--- src/rtl/id_ex_stage.sv ---
// id_ex_stage: ID/EX pipeline register of the 5-stage MIPS core, feeding the ALU.
//
// Captures decoded operands/control, extends the immediate at capture, and builds
// the final ALU operands with EX/MEM and MEM/WB forwarding. Detects load-use
// hazards, stalling decode and inserting a bubble into EX.
//
// Build option: define ID_EX_FORWARD_EN to enable forwarding. Without it the
// operands come straight from the registered data and every RAW dependence on
// an instruction still in EX or EX/MEM stalls instead.
//
// Ports:
//   clk, reset_n                     clock, synchronous active-low reset
//   freeze, flush                    downstream stall, squash of the entering instr
//   id_*                             decoded instruction from the ID stage
//   exm_regwrite/wr_addr/result      EX/MEM forward source
//   wb_regwrite/wr_addr/data         MEM/WB forward source
//   id_stall                         hold PC and IF/ID this cycle
//   ex_valid, ex_a, ex_b, ex_rt_fwd  EX slot valid, ALU operands, store data
//   ex_alucont, ex_wr_addr           registered control
//   ex_regwrite, ex_memtoreg         registered control, gated by ex_valid
module id_ex_stage (
    input  logic        clk,
    input  logic        reset_n,
    input  logic        freeze,
    input  logic        flush,
    input  logic        id_valid,
    input  logic [4:0]  id_rs_addr,
    input  logic [4:0]  id_rt_addr,
    input  logic        id_uses_rs,
    input  logic        id_uses_rt,
    input  logic [31:0] id_rs_data,
    input  logic [31:0] id_rt_data,
    input  logic [15:0] id_imm,
    input  logic        id_alusrc,
    input  logic        id_zeroext,
    input  logic [5:0]  id_alucont,
    input  logic [4:0]  id_wr_addr,
    input  logic        id_regwrite,
    input  logic        id_memtoreg,
    input  logic        exm_regwrite,
    input  logic [4:0]  exm_wr_addr,
    input  logic [31:0] exm_result,
    input  logic        wb_regwrite,
    input  logic [4:0]  wb_wr_addr,
    input  logic [31:0] wb_data,
    output logic        id_stall,
    output logic        ex_valid,
    output logic [31:0] ex_a,
    output logic [31:0] ex_b,
    output logic [31:0] ex_rt_fwd,
    output logic [5:0]  ex_alucont,
    output logic [4:0]  ex_wr_addr,
    output logic        ex_regwrite,
    output logic        ex_memtoreg
);

    logic        valid_q, valid_d;
    logic [4:0]  rs_addr_q, rs_addr_d;
    logic [4:0]  rt_addr_q, rt_addr_d;
    logic [31:0] rs_data_q, rs_data_d;
    logic [31:0] rt_data_q, rt_data_d;
    logic [31:0] imm_q, imm_d;
    logic        alusrc_q, alusrc_d;
    logic [5:0]  alucont_q, alucont_d;
    logic [4:0]  wr_addr_q, wr_addr_d;
    logic        regwrite_q, regwrite_d;
    logic        memtoreg_q, memtoreg_d;
    logic        uses_rs_q, uses_rs_d;
    logic        uses_rt_q, uses_rt_d;

    logic        hazard;
    logic        id_dep_ex;
    logic [31:0] rs_fwd;
    logic [31:0] rt_fwd;

    // ID instruction reads the register the EX instruction writes.
    assign id_dep_ex = id_valid &
                       ((id_uses_rs & (id_rs_addr == wr_addr_q)) |
                        (id_uses_rt & (id_rt_addr == wr_addr_q)));

`ifdef ID_EX_FORWARD_EN
    // Only a load in EX cannot be covered by forwarding; everything else resolves
    // from EX/MEM or MEM/WB next cycle.
    assign hazard = valid_q & memtoreg_q & (wr_addr_q != 5'd0) & id_dep_ex;

    always_comb begin
        rs_fwd = rs_data_q;
        if (exm_regwrite && (rs_addr_q != 5'd0) && (exm_wr_addr == rs_addr_q)) begin
            rs_fwd = exm_result;
        end else if (wb_regwrite && (rs_addr_q != 5'd0) && (wb_wr_addr == rs_addr_q)) begin
            rs_fwd = wb_data;
        end
    end

    always_comb begin
        rt_fwd = rt_data_q;
        if (exm_regwrite && (rt_addr_q != 5'd0) && (exm_wr_addr == rt_addr_q)) begin
            rt_fwd = exm_result;
        end else if (wb_regwrite && (rt_addr_q != 5'd0) && (wb_wr_addr == rt_addr_q)) begin
            rt_fwd = wb_data;
        end
    end

    logic unused_sink;
    assign unused_sink = ^{uses_rs_q, uses_rt_q};
`else
    logic id_dep_exm;
    assign id_dep_exm = id_valid &
                        ((id_uses_rs & (id_rs_addr == exm_wr_addr)) |
                         (id_uses_rt & (id_rt_addr == exm_wr_addr)));

    // No forwarding: wait until the producer has reached WB, whose write the
    // register file passes through to the same-cycle read.
    assign hazard = (valid_q & regwrite_q & (wr_addr_q != 5'd0) & id_dep_ex) |
                    (exm_regwrite & (exm_wr_addr != 5'd0) & id_dep_exm);

    assign rs_fwd = rs_data_q;
    assign rt_fwd = rt_data_q;

    logic unused_sink;
    assign unused_sink = ^{uses_rs_q, uses_rt_q, rs_addr_q, rt_addr_q, exm_result,
                           wb_regwrite, wb_wr_addr, wb_data};
`endif

    assign id_stall = freeze | (hazard & ~flush);

    always_comb begin
        valid_d    = valid_q;
        rs_addr_d  = rs_addr_q;
        rt_addr_d  = rt_addr_q;
        rs_data_d  = rs_data_q;
        rt_data_d  = rt_data_q;
        imm_d      = imm_q;
        alusrc_d   = alusrc_q;
        alucont_d  = alucont_q;
        wr_addr_d  = wr_addr_q;
        regwrite_d = regwrite_q;
        memtoreg_d = memtoreg_q;
        uses_rs_d  = uses_rs_q;
        uses_rt_d  = uses_rt_q;
        if (!freeze) begin
            // Fields are captured even on flush/bubble; valid=0 makes them inert.
            valid_d    = id_valid & ~flush & ~hazard;
            rs_addr_d  = id_rs_addr;
            rt_addr_d  = id_rt_addr;
            rs_data_d  = id_rs_data;
            rt_data_d  = id_rt_data;
            imm_d      = id_zeroext ? {16'h0000, id_imm} : {{16{id_imm[15]}}, id_imm};
            alusrc_d   = id_alusrc;
            alucont_d  = id_alucont;
            wr_addr_d  = id_wr_addr;
            regwrite_d = id_regwrite;
            memtoreg_d = id_memtoreg;
            uses_rs_d  = id_uses_rs;
            uses_rt_d  = id_uses_rt;
        end
    end

    always_ff @(posedge clk) begin
        if (!reset_n) begin
            valid_q    <= 1'b0;
            rs_addr_q  <= 5'd0;
            rt_addr_q  <= 5'd0;
            rs_data_q  <= 32'd0;
            rt_data_q  <= 32'd0;
            imm_q      <= 32'd0;
            alusrc_q   <= 1'b0;
            alucont_q  <= 6'd0;
            wr_addr_q  <= 5'd0;
            regwrite_q <= 1'b0;
            memtoreg_q <= 1'b0;
            uses_rs_q  <= 1'b0;
            uses_rt_q  <= 1'b0;
        end else begin
            valid_q    <= valid_d;
            rs_addr_q  <= rs_addr_d;
            rt_addr_q  <= rt_addr_d;
            rs_data_q  <= rs_data_d;
            rt_data_q  <= rt_data_d;
            imm_q      <= imm_d;
            alusrc_q   <= alusrc_d;
            alucont_q  <= alucont_d;
            wr_addr_q  <= wr_addr_d;
            regwrite_q <= regwrite_d;
            memtoreg_q <= memtoreg_d;
            uses_rs_q  <= uses_rs_d;
            uses_rt_q  <= uses_rt_d;
        end
    end

    assign ex_valid    = valid_q;
    assign ex_a        = rs_fwd;
    assign ex_rt_fwd   = rt_fwd;
    assign ex_b        = alusrc_q ? imm_q : rt_fwd;
    assign ex_alucont  = alucont_q;
    assign ex_wr_addr  = wr_addr_q;
    assign ex_regwrite = valid_q & regwrite_q;
    assign ex_memtoreg = valid_q & memtoreg_q;

endmodule

--- config.mk ---
export PLATFORM = sky130hd
export DESIGN_NAME = id_ex_stage
export DESIGN_NICKNAME = d
export VERILOG_FILES = /design/src/rtl/id_ex_stage.sv
export SDC_FILE = /design/constraint.sdc
export NUM_CORES = 1
export LEC_CHECK = 0
export BUFFER_PORTS_ARGS = -buffer_cell sky130_fd_sc_hd__buf_2
export CAP_MARGIN = 20
export CELL_PAD_IN_SITES_DETAIL_PLACEMENT = 0
export CELL_PAD_IN_SITES_GLOBAL_PLACEMENT = 2
export CORE_MARGIN = 2
export CORE_UTILIZATION = 20
export CTS_CLUSTER_DIAMETER = 150
export DETAILED_ROUTE_END_ITERATION = 6
export HOLD_SLACK_MARGIN = 0.06
export PLACE_DENSITY = 0.74
export SLEW_MARGIN = 20
export SYNTH_ARGS = -nofsm -noshare
export SYNTH_HDL_FRONTEND = slang
export SYNTH_SLANG_ARGS = --single-unit
--- constraint.sdc ---
create_clock -name clk -period 1.5 [get_ports clk]
set_clock_uncertainty 0.05 [all_clocks]
set_input_delay 0.3 -clock clk [delete_from_list [all_inputs] [get_ports clk]]
set_output_delay 0.3 -clock clk [all_outputs]
set_load 0.005 [all_outputs]
==> results.md <==
* Worst setup SP type: flop
* Reg clk slew, reported paths at roughly 0.070 ns
* Fin crit period at 1.94 ns
* Hold Path Origin: id_rt_data[16]
* Fmax at 516 MHz
* Worst hold path cell count at 3
* Leakage at roughly 3.2 nW
* Worst-Margin Slew at between 0.3 and 0.4 ns
* Layout area overhead at 55.6%
* Root buffer cell: clkbuf_16
* Pins Over Slew Limit at 0
* Die Y at 149 microns
* RD Place Congestion at 0.757
* IO Port Bufs at 228
* Wirelength per Cell at 13.6 microns
* Vias per cell at just under 4
* Sequential share of the synthesized area at 45.6%
* Clk Latency, worst-skew pair at ~0.34 ns
* Total power at about 0.0064 W
* Aggregate global-route resource usage at 10.8%
* Critical Path Fanout Max at 3
* Most common cell in the netlist: dfxtp_1
* YS warnings at 0
* Largest net degree at the start of global routing at 42
* Reg2reg end: ex_valid
* Syn avg cell area at 10.4 sq um
* Yosys top cell by area: dfxtp_1
* Synthesized area at 0.00422 sq mm
* Final setup margin at -0.439 ns
* R2R setup slack at around 0.17 ns
* Initial DRC count at 85
* Distinct cells, synth at 23
* PwrDens at 969 mW/mm^2
* Row cnt at 53
* CORE AREA at 0.0208 sq mm
* Post-synth EDFFs at 0
* Hold Vio Cnt, Final at 0
* Htree depth at 3
* Critical path class: flop to primary output
* Routed WL at 12600 microns
* MaxCap Viol Count at 0
* Number of nets in the layout at 835
* Hold endpoint: ex_rt_fwd[16]
* Status: finished, violations left
* Commonest cells in the netlist: 96 x dfxtp_1, 95 x nor2b_1, 94 x mux2i_1, 20 x xnor2_1
* Mapped Nets at 592
* Syn Inst Count at 404
* RSZ-0062 raised after global routing: yes
* Crit path from: ex_wr_addr[4]
* Detail Route Antenna Nets at 0
* IO Pins at 299
* Crit end category: primary output
* Setup TNS at -4.86 ns
* Worst r2r src: ex_wr_addr[0]
* Initial DRT Pass Iterations at 4
* Antenna violations before repair at 0
* Full die area at 0.0223 sq mm
* Num Clock Sinks at 96
* Data required time of the worst path at about 1.2 ns
* Hold Path Class: primary input to flop
* Synth top area share at 45.6%
* First-pass GRT wire length at 18800 microns
* Slew margin rel. at 74.5%
* Worst path arrival time at between 1.5 and 2 ns
* Most used flip-flop cell after synthesis: dfxtp_1
* Vias in the first global route at 3526
* CTS tree: done
* Period utilization at 129%
* Die Wd at 149 microns
* Vias at 3592
* Synth area leaders: dfxtp_1 46%, mux2i_1 22%, nor2b_1 14%
* Asr flop ratio synth at 0%
* Worst r2r path cells at 5
* Remaining global-route overflow at 0
* Peak supply drop at 0.454 mV
* Synth Register Bits at 96
* Failing checks: negative setup slack
* Final setup viols at 33
* Post-DP HPWL at 8830 microns
* Clock Path Buffers at 2
* Share of cells above drive strength 1 at 48.9%
* CTS Buf Count at 9
* Initial core utilization at 20.2%
* DR DRC count at 0
* Inserted Diodes at 0
==> cells in the final DEF (no fill, tap or decap), drive strengths merged <==
cell / count
buf: 257
dfxtp: 96
nor2b: 95
mux2i: 94
xnor2: 20
mux2: 16
inv: 16
o21ai: 16
clkbuf: 12
nand2: 7
nand4: 4
and2: 2
nor3b: 2
o22ai: 2
clkinv: 2
nand2b: 1
nor2: 1
nor3: 1
or4: 1
o21a: 1
a32oi: 1
o21bai: 1
a21oi: 1
a32o: 1
bufinv: 1
clkinvlp: 1
==> worst max-delay path by stage <==
stage,cells past startpoint,to
floorplan,4,id_stall
global placement,7,id_stall
detailed placement,7,id_stall
CTS,6,id_stall
global route,6,id_stall
finish,6,id_stall
==> critical path: stages, from the launching register on <==
cell and delay, ns:
dfxtp_2 0.34, buf_4 0.14, nor3_1 0.17, nand2_1 0.12, a32oi_2 0.27, o21bai_1 0.08
buf_2 0.14
==> power by group <==
| group | switching, W | internal [W] | leakage, nW |
|---|---|---|---|
| Sequential | 0.000101 | 0.00270 | 0.796 |
| Clock | 0.00102 | 0.00143 | 0.155 |
| Combinational | 0.000455 | 0.000653 | 2.26 |
| Total | 0.00157 | 0.00479 | 3.21 |
==> area by class of cell <==
type,count,area [sq um]
clock buffer,12,267
clock inverter,4,51.3
fill,2227,14300
inverter,16,60.1
multi-input combinational,267,2310
sequential,96,1940
tap,275,344
timing repair buffer,257,1590
==> logic make-up (layout without fill, tap and decap cells) <==
group / count (synthesis) / count (layout) / share of synthesized area, %
AOI/OAI and AO/OA: 23 / 23 / 3.15
DFF: 96 / 96 / 45.6
and+or+nand+nor: 113 / 114 / 16.4
muxes: 110 / 110 / 26.6
buffers and inverters: 42 / 289 / 4.10
xor gates and xnor gates: 20 / 20 / 4.16
==> stage by stage <==
step	setup WS, ns	hold WS (ns)	std cells	instance area (sq um)	util, %
floorplan	-0.0869	0.416	404	4220	-
global placement	-0.481	0.444	904	5830	28.0
detailed placement	-0.462	0.451	904	5830	28.0
CTS	-0.459	0.129	930	6420	30.9
global route	-0.520	0.146	927	6560	31.5
finish	-0.439	0.153	927	6560	31.5
==> sequential cells by signal, indices dropped and copies added (netlist names) <==
name	count
alusrc_q	1
ex_rt_fwd	32
ex_valid	1
ex_wr_addr	5
memtoreg_q	1
regwrite_q	1
ex_alucont	6
imm_q	17
ex_a	32
==> timing repair <==
item                       CTS  global route
gates resized for setup     54            44
setup buffers                9             0
setup endpoints to repair   33            33
cloned                       3             1
pin swaps                   20             4
hold endpoints to repair     0             0
hold buffers                 0             0
==> per-layer routing <==
layer	GRT usage [%]	wire, microns
met2	17.6	5770
met1	13.4	5630
met3	3.43	1010
met5	0	0
met4	3.57	159
(Power assumes the default switching activity.)
